File: config.mk
export PLATFORM = sky130hd
export DESIGN_NAME = spi_cfg_master
export DESIGN_NICKNAME = d
export VERILOG_FILES = /design/src/rtl/spi_cfg_master.sv
export SDC_FILE = /design/constraint.sdc
export NUM_CORES = 1
export LEC_CHECK = 0
export BUFFER_PORTS_ARGS = -buffer_cell sky130_fd_sc_hd__buf_2
export CELL_PAD_IN_SITES_DETAIL_PLACEMENT = 1
export CELL_PAD_IN_SITES_GLOBAL_PLACEMENT = 1
export CORE_ASPECT_RATIO = 1.25
export CORE_MARGIN = 10
export CORE_UTILIZATION = 45
export DETAILED_ROUTE_END_ITERATION = 16
export HOLD_SLACK_MARGIN = 0.06
export PLACE_DENSITY = 0.82
export SYNTH_ARGS = -nofsm -noshare
export SYNTH_HDL_FRONTEND = slang
export SYNTH_SLANG_ARGS = --single-unit
File: constraint.sdc
create_clock -name clk -period 2.3 [get_ports clk]
set_clock_uncertainty 0.15 [all_clocks]
set_input_delay 0.46 -clock clk [delete_from_list [all_inputs] [get_ports clk]]
set_output_delay 0.46 -clock clk [all_outputs]
set_load 0.01 [all_outputs]
File: src/rtl/spi_cfg_master.sv
// spi_cfg_master: SPI mode-0 master sending a 48-bit Freq/WaveSet/Amp frame MSB first.
// Define SPI_CRC8_EN to append a CRC-8 (poly 0x07) byte, making the frame 56 bits.
module spi_cfg_master #(
  parameter int CLK_DIV = 4
) (
  input  logic        clk,
  input  logic        rst_n,
  input  logic        start,
  input  logic [23:0] Freq_in,
  input  logic [7:0]  WaveSet_in,
  input  logic [15:0] Amp_in,
  output logic        busy,
  output logic        done,
  output logic [7:0]  rx_status,
  output logic        SPI_SCK,
  output logic        SPI_SS,
  output logic        SPI_MOSI,
  input  logic        SPI_MISO
);
  typedef enum logic [2:0] {IDLE, SETUP, SHIFT, HOLD, DONE} state_t;
  logic [47:0] w_payload;
  assign w_payload = {Freq_in, WaveSet_in, Amp_in};
`ifdef SPI_CRC8_EN
  localparam int N = 56;
  function automatic logic [7:0] crc8(input logic [47:0] d);
    logic [7:0] c;
    c = '0;
    for (int i = 47; i >= 0; i--) c = {c[6:0], 1'b0} ^ ((c[7] ^ d[i]) ? 8'h07 : 8'h00);
    return c;
  endfunction
  logic [N-1:0] w_frame;
  assign w_frame = {w_payload, crc8(w_payload)};
`else
  localparam int N = 48;
  logic [N-1:0] w_frame;
  assign w_frame = w_payload;
`endif
  state_t       r_state, w_next;
  logic [7:0]   r_div;
  logic [5:0]   r_bits;
  logic [N-1:0] r_tx;
  logic [7:0]   r_rx;
  logic         r_sck;
  logic         w_tick, w_last;
  assign w_tick   = r_div == 8'(CLK_DIV - 1);
  assign w_last   = r_bits == 6'(N);
  assign SPI_SCK  = r_sck;
  assign SPI_MOSI = r_tx[N-1];
  always_ff @(posedge clk or negedge rst_n)
    if (!rst_n) r_state <= IDLE;
    else r_state <= w_next;
  always_comb begin
    w_next = r_state;
    busy   = 1'b1;
    done   = 1'b0;
    SPI_SS = 1'b0;
    case (r_state)
      IDLE: begin
        busy   = 1'b0;
        SPI_SS = 1'b1;
        w_next = start ? SETUP : IDLE;
      end
      SETUP: w_next = w_tick ? SHIFT : SETUP;
      SHIFT: w_next = (w_tick && r_sck && w_last) ? HOLD : SHIFT;
      HOLD:  w_next = w_tick ? DONE : HOLD;
      DONE: begin
        done   = 1'b1;
        SPI_SS = 1'b1;
        w_next = IDLE;
      end
      default: w_next = IDLE;
    endcase
  end
  // Rising SCK samples MISO and counts the bit; falling SCK shifts MOSI except after the last bit.
  always_ff @(posedge clk or negedge rst_n) begin
    if (!rst_n) begin
      r_div     <= '0;
      r_bits    <= '0;
      r_tx      <= '0;
      r_rx      <= '0;
      r_sck     <= 1'b0;
      rx_status <= '0;
    end else begin
      r_div <= (r_state == IDLE || r_state == DONE || w_tick) ? '0 : r_div + 8'd1;
      if (r_state == IDLE && start) begin
        r_tx   <= w_frame;
        r_bits <= '0;
      end
      if (r_state == SHIFT && w_tick) begin
        r_sck <= ~r_sck;
        if (!r_sck) begin
          r_bits <= r_bits + 6'd1;
          r_rx   <= {r_rx[6:0], SPI_MISO};
        end else if (!w_last) r_tx <= {r_tx[N-2:0], 1'b0};
      end
      if (r_state == HOLD && w_tick) rx_status <= r_rx;
    end
  end
endmodule

==> results of run 1 <==
==> cells in the mapped netlist <==
master / n
sky130_fd_sc_hd__mux2_2: 83
sky130_fd_sc_hd__dfrtp_1: 82
sky130_fd_sc_hd__mux2_4: 19
sky130_fd_sc_hd__nor2_1: 12
sky130_fd_sc_hd__nand3_1: 10
sky130_fd_sc_hd__buf_2: 8
sky130_fd_sc_hd__inv_1: 8
sky130_fd_sc_hd__mux2_1: 8
sky130_fd_sc_hd__nand2_1: 8
sky130_fd_sc_hd__o21ai_0: 5
sky130_fd_sc_hd__xor2_1: 5
sky130_fd_sc_hd__a21oi_1: 4
sky130_fd_sc_hd__and2_1: 3
sky130_fd_sc_hd__ha_1: 3
sky130_fd_sc_hd__or3_1: 3
sky130_fd_sc_hd__xnor2_1: 3
sky130_fd_sc_hd__and3_1: 2
sky130_fd_sc_hd__buf_12: 2
sky130_fd_sc_hd__buf_4: 2
sky130_fd_sc_hd__nor3_1: 2
sky130_fd_sc_hd__nor3b_2: 2
sky130_fd_sc_hd__a311o_1: 1
sky130_fd_sc_hd__and4_4: 1
sky130_fd_sc_hd__buf_8: 1
sky130_fd_sc_hd__clkbuf_1: 1
sky130_fd_sc_hd__mux2i_1: 1
sky130_fd_sc_hd__nand4_1: 1
sky130_fd_sc_hd__nand4b_1: 1
sky130_fd_sc_hd__nor2b_1: 1
sky130_fd_sc_hd__nor4_4: 1
sky130_fd_sc_hd__o21ai_1: 1
sky130_fd_sc_hd__o31ai_1: 1
sky130_fd_sc_hd__or2_2: 1
==> cells by family after synthesis <==
kind of cell / synth area share, %
flops: 51.8
mux: 33.3
compound gates: 1.71
buf+inv: 3.63
xor+xnor: 1.77
fa+ha+maj: 0.948
simple gates: 6.82
==> cell type report <==
cell class / instances / share of cell area [%]
inverter: 8 / 0.641
timing repair buffer: 75 / 10.0
clock inverter: 2 / 0.748
clock buffer: 13 / 3.61
multi-input combinational: 182 / 37.9
tap: 120 / 3.21
sequential: 82 / 43.8
==> metal layers <==
layer	track usage [%]	up-vias	share of wire (%)
li1	-	1149	-
met2	21.1	51	49
met3	3.52	16	4.4
met5	0	-	0.16
met1	15.0	1215	44
met4	5.50	2	2.2
==> timing repair <==
item | 4_1_cts | 5_1_grt
gates resized for setup | 0 | 2
buffers inserted | 0 | 0
hold buffers | 1 | 0
hold endpoints to repair | 22 | 0
endpoints found under the setup margin | 0 | 44
==> worst register-to-register path: stages (launching register included) <==
cell                      delay (ns)
sky130_fd_sc_hd__dfrtp_1        0.48
sky130_fd_sc_hd__nor4_4         0.41
sky130_fd_sc_hd__and2_1         0.23
sky130_fd_sc_hd__and4_4         0.27
sky130_fd_sc_hd__buf_12         0.20
sky130_fd_sc_hd__mux2_2         0.38
==> worst max-delay path by stage <==
stage	startpoint	cells after the start	end	slack (ns)
after floorplan	r_state[1]	7	r_tx[28]	0.24
after global placement	r_state[2]	5	r_tx[28]	0.15
after detailed placement	r_div[3]	5	r_tx[18]	0.09
after CTS	r_div[0]	6	r_tx[18]	0.06
after global routing	r_div[3]	5	r_tx[18]	0.01
final	r_div[3]	5	r_tx[18]	0.08
==> flip-flops by register name, indices dropped and copies added (netlist names) <==
name,count
r_tx,48
r_div,8
r_rx,8
rx_status,8
r_bits,6
r_state,3
SPI_SCK,1
==> power by group <==
group,switching [mW],total (mW),internal (mW)
Sequential,0.328,2.32,1.99
Combinational,0.654,1.83,1.17
Clock,0.493,1.08,0.584
==> metrics.log, run 1 <==
[metrics] status: finished, final reports clean
[metrics] critical path class: flip-flop to flip-flop
[metrics] setup slack of the most critical reg-to-reg path: 0.08 ns
[metrics] sum of routed wire length over all layers: 8120 um
[metrics] CP max FO: 28
[metrics] kind of launch point of the worst setup path: flip-flop
[metrics] clock tree from TritonCTS: yes
[metrics] routed vias: 2,433
[metrics] post-detailed-route wirelength per cell: 16.8 um
[metrics] final worst path period need: 2.22 ns
[metrics] Antenna Violating Nets Remaining: 0
[metrics] detailed-router iteration count before antenna repair: 4
[metrics] antenna violations before repair: 1
[metrics] largest stage delay on the critical path: 0.48 ns
[metrics] Starting Density: 45.8%
[metrics] Hold EP: r_tx[0]
[metrics] endpoint class of the critical path: flip-flop
[metrics] post-CTS clock slew at the launch and capture registers of the worst setup and hold paths: 0.08 ns
[metrics] number of instances in the synthesized netlist: 286
[metrics] critical path required time: 2.39 ns
[metrics] GRT Residual Overflow: 0
[metrics] Die Height: 125 um
[metrics] dpl ws: 0.0922 ns
[metrics] CTS Buf Count: 9
[metrics] Routability Congestion: 0.799
[metrics] RSZ-0062 raised after global routing: no
[metrics] number of sinks on the clock net: 82
[metrics] remaining routing DRC violations: 0
[metrics] Setup-failing EPs final: 0
[metrics] maximum clock frequency: 0.450 GHz
[metrics] startpoint of the most critical register-to-register path: r_div[3]
[metrics] Worst R2R Path Depth: 5
[metrics] TNS Setup: 0 ns
[metrics] Via-to-Cell Ratio: 5.05
[metrics] H-tree Lvls: 3
[metrics] Cell Count, Final, Fillers Out: 482
[metrics] minimum setup slack in the final design: 0.0773 ns
[metrics] Total GRT Usage: 12.7%
[metrics] Final period util: 96.6%
[metrics] number of warnings reported in the yosys synthesis log: 0
[metrics] Post-DP Area: 4460 um^2
[metrics] Max Slew Vio Count: 0
[metrics] number of violations reported at the end of detailed-routing iteration 0: 62
[metrics] Static Leakage: 2.14 nW
[metrics] max-capacitance violation count: 0
[metrics] filler cell count in the final layout: 907
[metrics] Buf+Inv Stages, Crit Path: 1
[metrics] Mean Syn Cell Area: 13.9 um^2
[metrics] largest vdd supply drop: 0.461 mV
[metrics] die area: 13,000 um^2
[metrics] share of the core filled with cells in the final layout: 54.1%
[metrics] most common cell after layout, fill and taps aside: sky130_fd_sc_hd__mux2_2
[metrics] overall power after layout: 5.23 mW
[metrics] footprint of the multi-input gates: 1780 um^2
[metrics] endpoint of the worst register-to-register path: r_tx[18]
[metrics] CP max stage cell: sky130_fd_sc_hd__dfrtp_1
[metrics] Die Width: 104 um
[metrics] Yosys top cell by area: sky130_fd_sc_hd__dfrtp_1
[metrics] post-synth cell types: 33
[metrics] final design instance area without fill: 4680 um^2
[metrics] diodes inserted: 0
[metrics] largest net degree at the start of global routing: 39
[metrics] CP Cell Sequence: nor4_4, and2_1, and4_4, buf_12, mux2_2
[metrics] wire length of the first global-routing pass: 13,600 um
[metrics] placeable core area: 8650 um^2
[metrics] latest clock arrival within the worst-skew pair: 0.35 ns
[metrics] worst min path class: input pin to flip-flop
[metrics] Root Buffer: sky130_fd_sc_hd__clkbuf_8
[metrics] Mapped Nets: 341
[metrics] critical path's top delay family: simple AND/OR/NAND/NOR gates
[metrics] register bit count reported by yosys: 82
[metrics] actual transition at the worst max-transition pin: 0.585 ns
[metrics] count of endpoints failing hold in the final timing report: 0
[metrics] Area growth syn-to-layout: 18.2%
[metrics] DP Wirelength: 5790 um
[metrics] register area share after synthesis: 51.8%
[metrics] count of standard-cell rows: 38
[metrics] arrival time of the worst setup path: 2.31 ns
[metrics] sequential cell area in the final layout: 2050 um^2
[metrics] Cells on Worst Hold Path: 3
[metrics] worst relative slew slack: 60.7%
[metrics] power per standard cell area: 1120 nW/um^2
[metrics] maximum buffer depth of the clock tree: 2
[metrics] Yosys top cell area share: 51.8%
[metrics] ports placed on the boundary: 65
[metrics] worst hold slack across all endpoints: 0.195 ns
[metrics] synthesized area: 3960 um^2
[metrics] number of placed instances, taps included: 466
[metrics] top cells by area in the synthesized netlist: sky130_fd_sc_hd__dfrtp_1, sky130_fd_sc_hd__mux2_2, sky130_fd_sc_hd__mux2_4, sky130_fd_sc_hd__mux2_1, sky130_fd_sc_hd__nand3_1
[metrics] final net count: 413
[metrics] via count of the first global-routing pass: 2,723
[metrics] leading cell types in the layout, fill and taps excluded: sky130_fd_sc_hd__mux2_2, sky130_fd_sc_hd__dfrtp_1, sky130_fd_sc_hd__buf_2
[metrics] startpoint of the tightest hold check path: Amp_in[0]
[metrics] count of input and output buffers: 64
[metrics] layout cell share with drive strength beyond 1: 54.4%
Power figures use the tool's default switching activity.
==> inputs of run 2 (changes only) <==
Settings changed: CORE_UTILIZATION 45 to 46, PLACE_DENSITY 0.82 to 0.84, SETUP_SLACK_MARGIN set to 0.02.
==> metrics.log, run 2 (synthesized netlist as in run 1, its figures left out) <==
[metrics] status: finished, final reports clean
[metrics] crit path from: r_div[0]
[metrics] power per standard cell area: 1120 nW/um^2
[metrics] largest vdd supply drop: 0.479 mV
[metrics] via count of the first global-routing pass: 2,781
[metrics] Setup-failing EPs final: 0
[metrics] count of standard-cell rows: 37
[metrics] count of endpoints failing hold in the final timing report: 0
[metrics] number of sinks on the clock net: 82
[metrics] CP max stage cell: sky130_fd_sc_hd__dfrtp_1
[metrics] worst min path class: input pin to flip-flop
[metrics] critical path required time: 2.38 ns
[metrics] number of violations reported at the end of detailed-routing iteration 0: 107
[metrics] antenna violations before repair: 1
[metrics] clock tree from TritonCTS: yes
[metrics] final net count: 415
[metrics] H-tree Lvls: 3
[metrics] capturing element of the worst setup path: r_tx[47]
[metrics] GRT Residual Overflow: 0
[metrics] proportion of total power due to net switching: 29.4%
[metrics] detailed-router iteration count before antenna repair: 6
[metrics] count of input and output buffers: 64
[metrics] Routability Congestion: 0.769
[metrics] routed vias: 2,467
[metrics] startpoint of the most critical register-to-register path: r_div[0]
[metrics] die area: 12,700 um^2
[metrics] arrival time of the worst setup path: 2.25 ns
[metrics] Root Buffer: sky130_fd_sc_hd__clkbuf_8
[metrics] switching component of the power: 1.54 mW
[metrics] setup slack of the most critical reg-to-reg path: 0.13 ns
[metrics] placeable core area: 8330 um^2
[metrics] latest clock arrival within the worst-skew pair: 0.35 ns
[metrics] CP Cell Sequence: ha_2, nor3b_4, and2_4, and4_4, buf_12, mux2_2
[metrics] filler cell count in the final layout: 843
[metrics] Die Width: 103 um
[metrics] maximum buffer depth of the clock tree: 2
[metrics] sum of routed wire length over all layers: 8500 um
[metrics] endpoint class of the critical path: flip-flop
[metrics] Worst R2R Path Depth: 6
[metrics] clock share of power: 19.8%
[metrics] endpoint of the worst register-to-register path: r_tx[47]
[metrics] max-capacitance violation count: 0
[metrics] layout cell share with drive strength beyond 1: 55.2%
[metrics] largest reg by FF count: r_tx
[metrics] Final period util: 94.2%
[metrics] Max Slew Vio Count: 0
[metrics] number of flip-flops under the largest register name: 48
[metrics] Via-to-Cell Ratio: 5.35
[metrics] post-detailed-route wirelength per cell: 18.4 um
[metrics] actual transition at the worst max-transition pin: 0.600 ns
[metrics] wire length of the first global-routing pass: 13,600 um
[metrics] Static Leakage: 2.15 nW
[metrics] startpoint of the tightest hold check path: SPI_MISO
[metrics] CP max FO: 17
[metrics] logic gate share of total power: 35.5%
[metrics] final worst path period need: 2.17 ns
[metrics] Area growth syn-to-layout: 18.4%
[metrics] DP Wirelength: 5940 um
[metrics] remaining routing DRC violations: 0
[metrics] kind of launch point of the worst setup path: flip-flop
[metrics] Antenna Violating Nets Remaining: 0
[metrics] worst relative slew slack: 59.7%
[metrics] maximum clock frequency: 0.462 GHz
[metrics] Die Height: 124 um
[metrics] CTS Buf Count: 9
[metrics] most common cell after layout, fill and taps aside: sky130_fd_sc_hd__mux2_2
[metrics] leading cell types in the layout, fill and taps excluded: sky130_fd_sc_hd__mux2_2, sky130_fd_sc_hd__dfrtp_1, sky130_fd_sc_hd__buf_2
[metrics] Internal Power: 3.71 mW
[metrics] Starting Density: 47.5%
[metrics] diodes inserted: 0
[metrics] critical path class: flip-flop to flip-flop
[metrics] ports placed on the boundary: 65
[metrics] Total GRT Usage: 13.6%
[metrics] register share of total power: 44.7%
[metrics] post-CTS clock slew at the launch and capture registers of the worst setup and hold paths: 0.08 ns
[metrics] TNS Setup: 0 ns
[metrics] largest net degree at the start of global routing: 38
[metrics] RSZ-0062 raised after global routing: no
[metrics] largest stage delay on the critical path: 0.37 ns
[metrics] overall power after layout: 5.25 mW
-- run 2: layer usage --
metal | vias up | wire, um | global-route usage (%)
met5 | - | 7 | 0
met4 | 2 | 109 | 5.75
met3 | 12 | 475 | 3.77
met2 | 50 | 4340 | 22.8
met1 | 1244 | 3570 | 15.9
li1 | 1159 | - | -
-- run 2: final cells by class --
type,count,area [um^2],share of cell area [%]
multi-input cells,182,1780,37.9
inverters,8,30.0,0.640
repair buffers,77,515,11.0
clock buffers,10,138,2.93
flip-flops and latches,82,2050,43.8
clock inverters,5,55.1,1.17
well taps,97,121,2.59
-- run 2: worst min-delay path by stage --
stage | slack (ns) | cells past startpoint | to
floorplan | 0.01 | 0 | SPI_SCK
global placement | 0.24 | 1 | r_tx[33]
detailed placement | 0.25 | 1 | r_tx[34]
CTS | 0.18 | 2 | r_rx[0]
global route | 0.19 | 2 | r_rx[0]
finish | 0.19 | 2 | r_rx[0]
-- run 2: repair_timing --
action | 4_1_cts | 5_1_grt
hold endpoints to repair | 24 | 0
setup buffers | 0 | 1
hold buffers | 1 | 0
endpoints found under the setup margin | 0 | 56
resized for setup | 0 | 3
-- run 2: worst max-delay path: cells and delay by family (launching register included) --
family / cells / cell delay (ns)
muxes: 1 / 0.35
DFF: 1 / 0.37
buffers and inverters: 1 / 0.20
adders and majority gates: 1 / 0.23
and+or+nand+nor: 3 / 0.73
-- run 2: per-stage QoR --
stage	instances	util, %	cell area (um^2)	worst slack, ns	hold slack (ns)
6_report	461	56.3	4690	0.134	0.192
4_1_cts	459	55.8	4650	0.0343	0.183
5_1_grt	461	56.3	4690	0.0478	0.188
3_5_place_dp	443	53.3	4440	0.0725	0.245
2_1_floorplan	286	-	3960	0.236	0.0144
3_3_place_gp	443	53.3	4440	0.186	0.241
-- run 2: power by group through the flow --
| stage | registers, mW | clock network [mW] | logic [mW] |
|---|---|---|---|
| final | 2.35 | 1.04 | 1.86 |
| after global routing | 2.43 | 1.12 | 2.06 |
| after CTS | 2.35 | 1.07 | 1.88 |
| after detailed placement | 2.36 | 0 | 1.85 |
| after global placement | 2.33 | 0 | 1.75 |
| after floorplan | 2.25 | 0 | 1.43 |
